[config.mk]
export PLATFORM = sky130hd
export DESIGN_NAME = ccff_chain_loader_flat
export DESIGN_NICKNAME = d
export VERILOG_FILES = /design/src/rtl/ccff_chain_loader_pkg.sv /design/src/rtl/ccff_chain_loader_if.sv /design/src/rtl/ccff_chain_loader_word_serializer.sv /design/src/rtl/ccff_chain_loader.sv /design/src/flat_wrapper.sv
export SDC_FILE = /design/constraint.sdc
export NUM_CORES = 1
export LEC_CHECK = 0
export ABC_AREA = 0
export CORE_ASPECT_RATIO = 0.5
export CORE_MARGIN = 8
export CORE_UTILIZATION = 35
export CTS_CLUSTER_DIAMETER = 100
export DETAILED_ROUTE_END_ITERATION = 7
export PLACE_DENSITY = 0.66
export SETUP_SLACK_MARGIN = 0.1
export SLEW_MARGIN = 10
export SYNTH_ARGS = -nofsm -noshare
export SYNTH_HDL_FRONTEND = slang
export SYNTH_HIERARCHICAL = 1
export SYNTH_SLANG_ARGS = --single-unit
[constraint.sdc]
create_clock -name prog_clk -period 1.61 [get_ports prog_clk]
set_input_delay 0.2415 -clock prog_clk [delete_from_list [all_inputs] [get_ports prog_clk]]
set_output_delay 0.2415 -clock prog_clk [all_outputs]
set_load 0.01 [all_outputs]
[src/rtl/ccff_chain_loader_pkg.sv]
// rtl/ccff_chain_loader_pkg.sv - shared types and default sizes for the ccff chain loader
// Contents: ccff_state_e (loader FSM states), default CHAIN_LEN / WORD_W.
package ccff_chain_loader_pkg;

   localparam int CHAIN_LEN_DEF = 10;
   localparam int WORD_W_DEF    = 8;

   typedef enum logic [1:0] {
      ST_IDLE  = 2'd0,
      ST_LOAD  = 2'd1,
      ST_SHIFT = 2'd2,
      ST_DONE  = 2'd3
   } ccff_state_e;

endpackage

[src/rtl/ccff_chain_loader_if.sv]
// rtl/ccff_chain_loader_if.sv - bitstream word handshake between host/loader and chain loader
// Signals: bs_data (word, LSB shifted first), bs_valid (word valid), bs_ready (loader accepts).
// Modports: master drives data/valid, slave drives ready.
interface ccff_chain_loader_if
   import ccff_chain_loader_pkg::*;
#(
   parameter int WORD_W = WORD_W_DEF
);
   logic [WORD_W-1:0] bs_data;
   logic              bs_valid;
   logic              bs_ready;

   modport master (output bs_data, output bs_valid, input bs_ready);
   modport slave  (input bs_data, input bs_valid, output bs_ready);
endinterface

[src/rtl/ccff_chain_loader_word_serializer.sv]
// rtl/ccff_chain_loader_word_serializer.sv - word shift register and bit index for the chain loader
// Ports: prog_clk, pReset (sync, active high), load (capture word), shift (advance one bit),
//        word (input word), head_nxt (bit that will drive ccff_head next cycle),
//        last_bit (current bit is the word's MSB).
module ccff_chain_loader_word_serializer #(
   parameter int WORD_W = 8,
   localparam int IDX_W = (WORD_W > 1) ? $clog2(WORD_W) : 1
) (
   input  logic              prog_clk,
   input  logic              pReset,
   input  logic              load,
   input  logic              shift,
   input  logic [WORD_W-1:0] word,
   output logic              head_nxt,
   output logic              last_bit
);
   logic [WORD_W-1:0] shreg;
   logic [WORD_W-1:0] shreg_shifted;
   logic [IDX_W-1:0]  bit_idx;

   assign shreg_shifted = shreg >> 1;
   assign last_bit      = (bit_idx == IDX_W'(WORD_W - 1));
   // The top registers ccff_head, so it needs the bit that becomes current after this edge.
   assign head_nxt      = load ? word[0] : shreg_shifted[0];

   always_ff @(posedge prog_clk) begin
      if (pReset) begin
         shreg   <= '0;
         bit_idx <= '0;
      end else if (load) begin
         shreg   <= word;
         bit_idx <= '0;
      end else if (shift) begin
         shreg <= shreg_shifted;
         if (!last_bit) begin
            bit_idx <= bit_idx + IDX_W'(1);
         end
      end
   end
endmodule

[src/rtl/ccff_chain_loader.sv]
// rtl/ccff_chain_loader.sv - serialises a bitstream into the ccff configuration chain
// Ports: prog_clk, pReset (sync, active high), start, abort, bs (word handshake, slave side),
//        ccff_head / ccff_clk_en (serial data and gate enable into the chain), ccff_tail (chain out),
//        busy, done (pulse), cfg_loaded (level), aborted (pulse), tail_parity (XOR of outgoing bits).
module ccff_chain_loader
   import ccff_chain_loader_pkg::*;
#(
   parameter int CHAIN_LEN = CHAIN_LEN_DEF,
   parameter int WORD_W    = WORD_W_DEF,
   parameter int CNT_W     = $clog2(CHAIN_LEN + 1)
) (
   input  logic                 prog_clk,
   input  logic                 pReset,
   input  logic                 start,
   input  logic                 abort,
   ccff_chain_loader_if.slave   bs,
   output logic                 ccff_head,
   output logic                 ccff_clk_en,
   input  logic                 ccff_tail,
   output logic                 busy,
   output logic                 done,
   output logic                 cfg_loaded,
   output logic                 aborted,
   output logic                 tail_parity
);
   ccff_state_e      state;
   logic [CNT_W-1:0] bit_cnt;
   logic             accept;
   logic             do_shift;
   logic             head_nxt;
   logic             last_bit;
   logic             last_chain_bit;

   assign accept         = (state == ST_LOAD) && bs.bs_valid && bs.bs_ready && !abort;
   assign do_shift       = (state == ST_SHIFT) && !abort;
   assign last_chain_bit = (bit_cnt == CNT_W'(CHAIN_LEN - 1));

   ccff_chain_loader_word_serializer #(.WORD_W(WORD_W)) u_ser (
      .prog_clk (prog_clk),
      .pReset   (pReset),
      .load     (accept),
      .shift    (do_shift),
      .word     (bs.bs_data),
      .head_nxt (head_nxt),
      .last_bit (last_bit)
   );

   always_ff @(posedge prog_clk) begin
      if (pReset) begin
         state       <= ST_IDLE;
         bit_cnt     <= '0;
         bs.bs_ready <= 1'b0;
         ccff_head   <= 1'b0;
         ccff_clk_en <= 1'b0;
         busy        <= 1'b0;
         done        <= 1'b0;
         cfg_loaded  <= 1'b0;
         aborted     <= 1'b0;
         tail_parity <= 1'b0;
      end else begin
         done    <= 1'b0;
         aborted <= 1'b0;
         if (state != ST_IDLE && abort) begin
            // Abort beats every other event, including the final shift edge.
            state       <= ST_IDLE;
            bs.bs_ready <= 1'b0;
            ccff_head   <= 1'b0;
            ccff_clk_en <= 1'b0;
            busy        <= 1'b0;
            aborted     <= 1'b1;
         end else begin
            case (state)
               ST_IDLE: begin
                  if (start && !abort) begin
                     state       <= ST_LOAD;
                     bit_cnt     <= '0;
                     tail_parity <= 1'b0;
                     cfg_loaded  <= 1'b0;
                     bs.bs_ready <= 1'b1;
                     busy        <= 1'b1;
                  end
               end
               ST_LOAD: begin
                  if (accept) begin
                     state       <= ST_SHIFT;
                     bs.bs_ready <= 1'b0;
                     ccff_head   <= head_nxt;
                     ccff_clk_en <= 1'b1;
                  end
               end
               ST_SHIFT: begin
                  // The chain captures ccff_head on this edge; the old tail bit leaves now.
                  bit_cnt     <= bit_cnt + CNT_W'(1);
                  tail_parity <= tail_parity ^ ccff_tail;
                  if (last_chain_bit) begin
                     state       <= ST_DONE;
                     ccff_head   <= 1'b0;
                     ccff_clk_en <= 1'b0;
                     done        <= 1'b1;
                  end else if (last_bit) begin
                     state       <= ST_LOAD;
                     ccff_head   <= 1'b0;
                     ccff_clk_en <= 1'b0;
                     bs.bs_ready <= 1'b1;
                  end else begin
                     ccff_head <= head_nxt;
                  end
               end
               ST_DONE: begin
                  state      <= ST_IDLE;
                  cfg_loaded <= 1'b1;
                  busy       <= 1'b0;
               end
               default: begin
                  state <= ST_IDLE;
               end
            endcase
         end
      end
   end
endmodule

[src/flat_wrapper.sv]
// flat-port wrapper written by rule: the top's interface ports become plain ports
module ccff_chain_loader_flat import ccff_chain_loader_pkg::*;
#(
   parameter int CHAIN_LEN = CHAIN_LEN_DEF,
   parameter int WORD_W    = WORD_W_DEF,
   parameter int CNT_W     = $clog2(CHAIN_LEN + 1)
)
  (prog_clk, pReset, start, abort, ccff_head, ccff_clk_en, ccff_tail, busy, done, cfg_loaded, aborted, tail_parity, bs_bs_data, bs_bs_valid, bs_bs_ready);
  ccff_chain_loader_if #(.WORD_W(WORD_W)) bs_i ();
  input  logic prog_clk;
  input  logic pReset;
  input  logic start;
  input  logic abort;
  output logic ccff_head;
  output logic ccff_clk_en;
  input  logic ccff_tail;
  output logic busy;
  output logic done;
  output logic cfg_loaded;
  output logic aborted;
  output logic tail_parity;
  input wire logic [$bits(bs_i.bs_data)-1:0] bs_bs_data;
  input wire logic [$bits(bs_i.bs_valid)-1:0] bs_bs_valid;
  output wire logic [$bits(bs_i.bs_ready)-1:0] bs_bs_ready;
  assign bs_i.bs_data = bs_bs_data;
  assign bs_i.bs_valid = bs_bs_valid;
  assign bs_bs_ready = bs_i.bs_ready;
  ccff_chain_loader #(.CHAIN_LEN(CHAIN_LEN), .WORD_W(WORD_W), .CNT_W(CNT_W)) u_core (.prog_clk(prog_clk), .pReset(pReset), .start(start), .abort(abort), .bs(bs_i), .ccff_head(ccff_head), .ccff_clk_en(ccff_clk_en), .ccff_tail(ccff_tail), .busy(busy), .done(done), .cfg_loaded(cfg_loaded), .aborted(aborted), .tail_parity(tail_parity));
endmodule
# [Word-level counts from Yosys, hierarchy flattened]
# Index checks and enable logic that the tools add are counted.
[word_totals] inputBits=14 latchBits=0 ff_bits=25 word_cells=82 mem_bits_rw=0 romBits=0 memories=0 output_inout_bits=8
[classes] div=0 n_lt_le_gt_ge=0 eq_ne=10 n_reduce_logical=25 muxes=29 n_shift=0 n_addsub=2 bitwise_logic=4 n_mul=0
[ops] op="8-bit two-way mux" n=2
[ops] op="1-bit two-way mux" n=14
[ops] op="3-bit AND reduction" n=4
[ops] op="1-bit one-hot mux with 2 select lines" n=5
[ops] op="2-bit nonzero test" n=5
[ops] op="2-bit two-way mux" n=4
[ops] op="2-bit one-hot mux with 4 select lines" n=1
[ops] op="4-bit one-hot mux with 2 select lines" n=1
[ops] op="1-bit logical AND" n=6
[ops] op="2-bit AND reduction" n=3
[ops] op="5-bit AND reduction" n=1
[ops] op="4-bit by 1-bit adder with 4-bit output, second input constant" n=1
[ops] op="2-bit equality test, second input constant" n=2
[ops] op="4-bit equality test, second input constant" n=1
[ops] op="4-bit two-way mux" n=1
[ops] op="2-bit by 1-bit inequality test with 1-bit output, second input constant" n=2
[ops] op="2-bit inequality test, second input constant" n=2
[ops] op="2-bit OR reduction" n=2
[ops] op="3-bit by 1-bit adder with 3-bit output, second input constant" n=1
[ops] op="3-bit equality test, second input constant" n=1
[ops] op="3-bit by 1-bit inequality test with 1-bit output, second input constant" n=1
[ops] op="1-bit inverter" n=3
[ops] op="1-bit one-hot mux with 3 select lines" n=1
[ops] op="3-bit nonzero test" n=1
[ops] op="other kinds (5)" n=5

# [Depth between registers and ports, before layout]
# Gate-level depths: netlist of run 1.
[depth] word_depth=8 mapped_depth=8

# [Modules after synthesis]
# Netlist of run 1, hierarchy kept.
[modules_own_cells] module="ccff_chain_loader" cells_per_inst=86 instances=1 area_each_um2=759.5
[modules_own_cells] module="ccff_chain_loader_word_serializer" cells_per_inst=44 instances=1 area_each_um2=498.0

# [Worst setup path after synthesis of run 1]
# No wires, ideal clock.
[synth_path] path_kind="register to register" startpoint="register u_core.state[1]" endpoint="register u_core.state[1]" setup_ns=0.070 path_stages_with_launch=7 synth_period_minus_slack_ns=1.666 t_arrival_ns=1.596 slack_ns=-0.056 cell_sequence="dfxtp_1 -> inv_1 -> ha_1 -> nand4b_4 -> and2_4 -> or4_1 -> a21oi_1"
[synth_via] elab_chain_len=6
[synth_lines] item="from (decl)" line="ccff_chain_loader.sv:26" source="ccff_state_e state;"
[synth_lines] item="from (signal assigned)" line="ccff_chain_loader.sv:50" source="state <= ST_IDLE;"
[synth_lines] item="from (signal assigned)" line="ccff_chain_loader.sv:65" source="state <= ST_IDLE;"
[synth_lines] item="from (signal assigned)" line="ccff_chain_loader.sv:75" source="state <= ST_LOAD;"
[synth_lines] item="2-bit by 1-bit equality test with 1-bit output" line="ccff_chain_loader.sv:34, ccff_chain_loader.sv:72"
[synth_lines] item="1-bit logical AND (3 in a row)" line="ccff_chain_loader.sv:34" source="assign accept = (state == ST_LOAD) && bs.bs_valid && bs.bs_ready && !abort;"
[synth_lines] item="2-bit inequality test (no line)"
[synth_lines] item="3-bit AND reduction (no line)"
# Several ways; a longest one is shown, not always the timed one.
# A chain may end at the register's enable or synchronous reset.

# [Worst setup path after layout of run 1]
[layout_path] startpoint="register u_core.bit_cnt[1]" endpoint="register u_core.bs.bs_ready"
[layout_via] elab_chain_len=3
[layout_lines] item="from (decl)" line="ccff_chain_loader.sv:27" source="logic [CNT_W-1:0] bit_cnt;"
[layout_lines] item="from (signal assigned)" line="ccff_chain_loader.sv:93" source="bit_cnt <= bit_cnt + CNT_W'(1);"
[layout_lines] item="4-bit equality test" line="ccff_chain_loader.sv:36" source="assign last_chain_bit = (bit_cnt == CNT_W'(CHAIN_LEN - 1));"
[layout_lines] item="2-bit inequality test (no line)"
[layout_lines] item="5-bit AND reduction (no line)"
[layout_lines] item="to (signal assigned)" line="ccff_chain_loader.sv:52" source="bs.bs_ready <= 1'b0;"
[layout_lines] item="to (signal assigned)" line="ccff_chain_loader.sv:66" source="bs.bs_ready <= 1'b0;"
[layout_lines] item="to (signal assigned)" line="ccff_chain_loader.sv:79" source="bs.bs_ready <= 1'b1;"
[layout_lines] item="to (decl)" line="ccff_chain_loader_if.sv:14" source="modport slave (input bs_data, input bs_valid, output bs_ready);"
# Every way passes these cells.

==> results.cfg, run 1 <==
[status]
outcome = complete, no violations

[logic_synthesis]
yosysTopAreaCellShare = 0.382
async_flop_share = 0
synthMuxAreaShare = 0.150
syn-instance-count = 130
synth-edff-count = 0
yosysWarnings = 6
syn-cell-area_sq_um = 1260
synth_compound_area_frac = 0.0985
ys_top_cells_by_area = dfxtp_1 38%, ha_1 9.0%, mux2i_1 8.8%, mux2_2 6.3%, nor2_1 5.4%
synth_cell_type_count = 31
synthXorXnorAreaFrac = 0.0279
synth_top_family_by_area = simple AND/OR/NAND/NOR gates
seq_area_frac_synth = 0.382
synth_nets = 153
ys_seq_elements = 24
synthAdderAreaFrac = 0.0896
syn-mean-instance-area_sq_um = 9.67
synth_top_cell_by_area = dfxtp_1
synth_ff_type = dfxtp_1
yosys.area_share.simple = 0.207

[sta]
rsz0062_at_grt = true
hold_slack_ns = 0.496
clock_skew_ns = 0.00951
timing.final.ws_setup_ns = 0.0515
fmax_ghz = 0.642
drv_slew = 0
min_period_ns = 1.56
fin_crit_sh = 0.968
setup_viol = 0
slew_headroom = 0.756
hold_viol = 0
worstMarginPinSlew_ns = 0.363

[hold_path]
worstHoldEndpoint = u_core/ccff_clk_en$_SDFFE_PP0P_
hp-start = u_core/ccff_clk_en$_SDFFE_PP0P_
hold_depth = 2
worstHoldPathType = reg2reg

[setup_path]
cp.arrival_ns = 1.76
critPathSlowestCell = or4_1
max_stage_delay_ns = 0.41
start_kind = register
r2r-start = u_core/bit_cnt[1]$_SDFFE_PP0P_
crit_required_ns = 1.81
r2r_end = u_core/bs.bs_ready$_SDFFE_PP0P_
crit_fanout = 4
reg2regPathDepth = 6
endpoint_kind = register
path_cells = inv_1 > ha_1 > and3b_2 > o21a_1 > or4_1 > a21oi_1
crit_start = u_core/bit_cnt[1]$_SDFFE_PP0P_
rrSetupSlack_ns = 0.05
critPathKind = reg2reg

[clock_network]
cts_tree = built
clock_path_buffers = 2
ctsHoldBuffers = 0
clk_latency_ns = 0.27
numCtsBuffers = 3
htreeDepth = 1
clock-sinks = 24
clk_pin_slew_ns = 0.09
clockRootBuffer = clkbuf_8

[power]
ir_drop_mv = 0.466
finalPower_mw = 2.03
p_int_mw = 1.35
p_seq_frac = 0.346
p_sw_mw = 0.678
cellLeakagePower_nw = 0.747
swShare = 0.333
power_density_nw_per_um2 = 1070
combPwrFrac = 0.445
clkPwrFrac = 0.209

[routing]
postRouteAntennaNets = 0
firstDrtPassIters = 4
num_vias = 1088
wl_per_cell_um = 13.5
finalWirelength_um = 3060
drtIter0Drc = 63
via_per_inst = 4.81
drc = 0

[placed_design]
port_buffers = 21
gp_congestion = 0.825
placed_area_sq_um = 1660
place_hpwl_um = 2050
post-place-ws_ns = -0.115

[layout]
antenna_cells = 0
drive_gt1_frac = 0.366
nNetsFinal = 199
finalInstanceArea_sq_um = 1910
syn2layout_area_growth_pct = 51.6

[global_route]
gr-total-overflow = 0
grt_pass1_vias = 1065
grt_max_degree = 14
gr-usage-all-layers = 0.106
grt_pass1_wl_um = 4950
antenna_found_initial = 0

[run]
cap_violations = 0

[die]
rows = 15
die-area_sq_um = 5880
core_sq_um = 3430
ios = 22
die_w_um = 101
start_util = 0.366
die_h_um = 58.4
[logic make-up (layout without fill, tap and decap cells)]
logic type,after synthesis,after routing
and+or+nand+nor,43,43
DFF,24,24
AOI/OAI and AO/OA,20,20
muxes,18,18
buffers and inverters,12,57
adders and majority gates,9,9
xor gates and xnor gates,4,4
[placed cells by master (no fill, tap or decap), types with 2 or more instances in the layout]
cell / netlist / final
ha_4: 0 / 3
clkdlybuf4s50_1: 0 / 20
nor2_1: 18 / 17
nor3_2: 3 / 3
ha_1: 9 / 5
a21oi_1: 8 / 7
nand2b_1: 2 / 2
o31ai_2: 0 / 2
o21ai_0: 4 / 4
buf_4: 1 / 21
mux2i_1: 11 / 10
buf_6: 1 / 2
xnor2_1: 4 / 4
nor3b_1: 4 / 3
mux2_4: 0 / 5
nand2_1: 3 / 3
inv_1: 8 / 4
dfxtp_2: 0 / 3
mux2_2: 7 / 2
nor3_1: 3 / 3
or4_1: 3 / 2
nand3_1: 2 / 2
inv_6: 0 / 2
dfxtp_1: 24 / 20
clkbuf_8: 0 / 4
[synthesized netlist by cell type, drive strengths merged (4+ instances only)]
library cell  count
dfxtp            24
nor2             18
mux2i            11
ha                9
a21oi             8
inv               8
mux2              7
nor3              6
nor3b             4
o21ai             4
xnor2             4
[metal layers]
| metal | wire length (um) | track usage | vias up |
|---|---|---|---|
| met5 | 0 | 0 | - |
| met4 | 21 | 0.0340 | 0 |
| met3 | 136 | 0.0329 | 2 |
| met2 | 1450 | 0.172 | 26 |
| met1 | 1450 | 0.130 | 512 |
| li1 | - | - | 548 |
[power groups by stage]
stage               clock (mW)  combinational (mW)  sequential (mW)
finish                   0.424               0.904            0.704
floorplan                    0               0.391            0.717
global route             0.462               0.979            0.710
global placement             0               0.646            0.700
detailed placement           0               0.651            0.701
CTS                      0.431               0.766            0.699
[sequential cells by signal, summed over array words and instances (netlist names), 2 cells and up]
signal,count
u_core/bit_cnt,4
u_core/u_ser/shreg,7
u_core/state,2
u_core/u_ser/bit_idx,3
[worst max path at each step]
stage / cells past startpoint / to / slack [ns]
final: 6 / u_core/bs.bs_ready$_SDFFE_PP0P_ / 0.05
after global placement: 6 / u_core/state[1]$_SDFFE_PP0P_ / -0.10
after detailed placement: 6 / u_core/state[1]$_SDFFE_PP0P_ / -0.11
after global routing: 6 / u_core/bs.bs_ready$_SDFFE_PP0P_ / -0.04
after floorplan: 5 / u_core/state[1]$_SDFFE_PP0P_ / 0.1
after CTS: 6 / u_core/state[1]$_SDFFE_PP0P_ / 0.08
[cell type report]
type                    count  area, sq um
fillers                   310         1530
multi-input cells          94          850
flip-flops and latches     24          488
repair buffers             45          408
well taps                  51         63.8
clock buffers               4         55.1
inverters                   8         42.5
[repair_timing]
item | CTS | global route
gates resized for setup | 12 | 21
endpoints found under the setup margin | 17 | 19
setup buffers | 6 | 2
pin swaps | 6 | 5
[stage by stage]
step / std cells / util / setup TNS, ns
after floorplan: 130 / - / 0
after CTS: 224 / 0.525 / 0
after global routing: 226 / 0.555 / -0.0375
after detailed placement: 214 / 0.484 / -1.08
after global placement: 214 / 0.484 / -0.754
final: 226 / 0.555 / 0
[critical path, delay by kind of cell (launching register included)]
family / cells / cell delay (ns)
and+or+nand+nor: 2 / 0.63
DFF: 1 / 0.33
AOI/OAI and AO/OA: 2 / 0.33
adders and majority gates: 1 / 0.17
buffers and inverters: 1 / 0.04
Note: power is estimated with default switching activity, not from simulation.
==> inputs of run 2 (changes only) <==
==> constraint.sdc (replaced) <==
create_clock -name prog_clk -period 1.61 [get_ports prog_clk]
set_input_delay 0.4025 -clock prog_clk [delete_from_list [all_inputs] [get_ports prog_clk]]
set_output_delay 0.4025 -clock prog_clk [all_outputs]
set_load 0.01 [all_outputs]
==> results.cfg, run 2 (same netlist as run 1, synthesis figures left out) <==
[status]
outcome = complete, no violations

[global_route]
grt_max_degree = 14
gr-total-overflow = 0
grt_pass1_wl_um = 4750
antenna_found_initial = 0
grt_pass1_vias = 1031
gr-usage-all-layers = 0.104

[layout]
antenna_cells = 0
nNetsFinal = 203
final_util = 0.548
syn2layout_area_growth_pct = 49.8
reg_top3 = u_core/u_ser/shreg (7), u_core/bit_cnt (4), u_core/u_ser/bit_idx (3)
layout_common_cells = 25 x buf_4, 19 x dfxtp_1, 17 x nor2_1, 11 x dlygate4sd2_1
final_common_cell = buf_4
largest_reg_flops = 7
fill_cells = 328
drive_gt1_frac = 0.358
stdcell_count = 230
regMostFlops = u_core/u_ser/shreg

[power]
clkPwrFrac = 0.219
ir_drop_mv = 0.325
swShare = 0.324
p_sw_mw = 0.631
cellLeakagePower_nw = 0.784
p_int_mw = 1.31
finalPower_mw = 1.94
p_seq_frac = 0.358
power_density_nw_per_um2 = 1030
combPwrFrac = 0.424

[sta]
drv_slew = 0
rsz0062_at_grt = true
clock_skew_ns = 0.00681
slew_headroom = 0.800
setup_viol = 0
hold_viol = 0
setup-tns-final_ns = 0
fmax_ghz = 0.635
min_period_ns = 1.58
fin_crit_sh = 0.979
worstMarginPinSlew_ns = 0.297

[setup_path]
rrSetupSlack_ns = 0.03
reg2regPathDepth = 6
critPathKind = reg2reg
critPathSlowestCell = or4_1
r2r_end = u_core/bs.bs_ready$_SDFFE_PP0P_
start_kind = register
cp.arrival_ns = 1.78
path_delay_family = simple AND/OR/NAND/NOR gates
crit_start = u_core/bit_cnt[1]$_SDFFE_PP0P_
r2r-start = u_core/bit_cnt[1]$_SDFFE_PP0P_
crit_fanout = 3
crit_required_ns = 1.82
path_cells = inv_1 > ha_1 > and3b_2 > o21a_1 > or4_1 > a21oi_1
max_stage_delay_ns = 0.41
endpoint_kind = register
critPathBufInv = 1

[placed_design]
place_hpwl_um = 2020
gp_congestion = 0.830
dp_cells = 216
port_buffers = 21

[routing]
finalWirelength_um = 3010
postRouteAntennaNets = 0
drtIter0Drc = 62
num_vias = 1100
via_per_inst = 4.78
wl_per_cell_um = 13.1
drc = 0
firstDrtPassIters = 4

[clock_network]
clock-sinks = 24
ctsHoldBuffers = 0
clock_path_buffers = 2
clockRootBuffer = clkbuf_8
numCtsBuffers = 3
clk_latency_ns = 0.28
clk_pin_slew_ns = 0.09
cts_tree = built
htreeDepth = 1

[hold_path]
worstHoldEndpoint = u_core/ccff_clk_en$_SDFFE_PP0P_
hold_depth = 2
worstHoldPathType = reg2reg
hp-start = u_core/ccff_clk_en$_SDFFE_PP0P_

[die]
ios = 22
die_w_um = 101
die-area_sq_um = 5880
rows = 15
core_sq_um = 3430
start_util = 0.366
die_h_um = 58.4

[run]
cap_violations = 0
[run 2: worst reg2reg max path: stages (launching register included)]
cell and delay [ns]:
dfxtp_2 0.34, inv_1 0.04, ha_1 0.17, and3b_2 0.21, o21a_1 0.18, or4_1 0.41
a21oi_1 0.16
[run 2: area by class of cell]
class | instances | area [sq um] | area share
sequential | 24 | 489 | 0.260
timing repair buffer | 49 | 418 | 0.222
multi-input combinational | 94 | 817 | 0.434
clock buffer | 4 | 55.1 | 0.0292
inverter | 8 | 40.0 | 0.0213
tap | 51 | 63.8 | 0.0339
[run 2: power by group through the flow]
stage / Combinational [mW] / Sequential, mW / Clock (mW)
after floorplan: 0.391 / 0.717 / 0
after global placement: 0.658 / 0.700 / 0
after detailed placement: 0.660 / 0.701 / 0
after CTS: 0.722 / 0.691 / 0.438
after global routing: 0.885 / 0.704 / 0.463
final: 0.823 / 0.695 / 0.425
[run 2: through the flow]
step / instance area (sq um) / hold slack, ns / setup WS [ns]
after CTS: 1800 / 0.486 / 0.0369
after global placement: 1680 / 0.471 / -0.268
after detailed placement: 1680 / 0.477 / -0.310
after floorplan: 1290 / 0.472 / 0.0986
final: 1880 / 0.483 / 0.0343
after global routing: 1880 / 0.530 / -0.0302
[run 2: how the worst max path moves through the flow]
stage | endpoint | slack (ns) | cells after the start
5_1_grt | u_core/bs.bs_ready$_SDFFE_PP0P_ | -0.03 | 7
3_5_place_dp | u_core/state[1]$_SDFFE_PP0P_ | -0.31 | 6
2_1_floorplan | u_core/state[1]$_SDFFE_PP0P_ | 0.1 | 5
6_report | u_core/bs.bs_ready$_SDFFE_PP0P_ | 0.03 | 6
3_3_place_gp | u_core/state[1]$_SDFFE_PP0P_ | -0.27 | 6
4_1_cts | u_core/state[1]$_SDFFE_PP0P_ | 0.04 | 6
[run 2: what timing repair did]
| item | 4_1_cts | 5_1_grt |
|---|---|---|
| pin swaps | 4 | 7 |
| resized for setup | 25 | 11 |
| buffers inserted | 4 | 6 |
| setup endpoints to repair | 25 | 14 |
[run 2: routing by layer]
metal / GRT usage / wire, um / vias up
li1: - / - / 556
met1: 0.119 / 1400 / 521
met2: 0.166 / 1410 / 18
met3: 0.0364 / 136 / 5
met4: 0.0638 / 63 / 0
met5: 0 / 0 / -
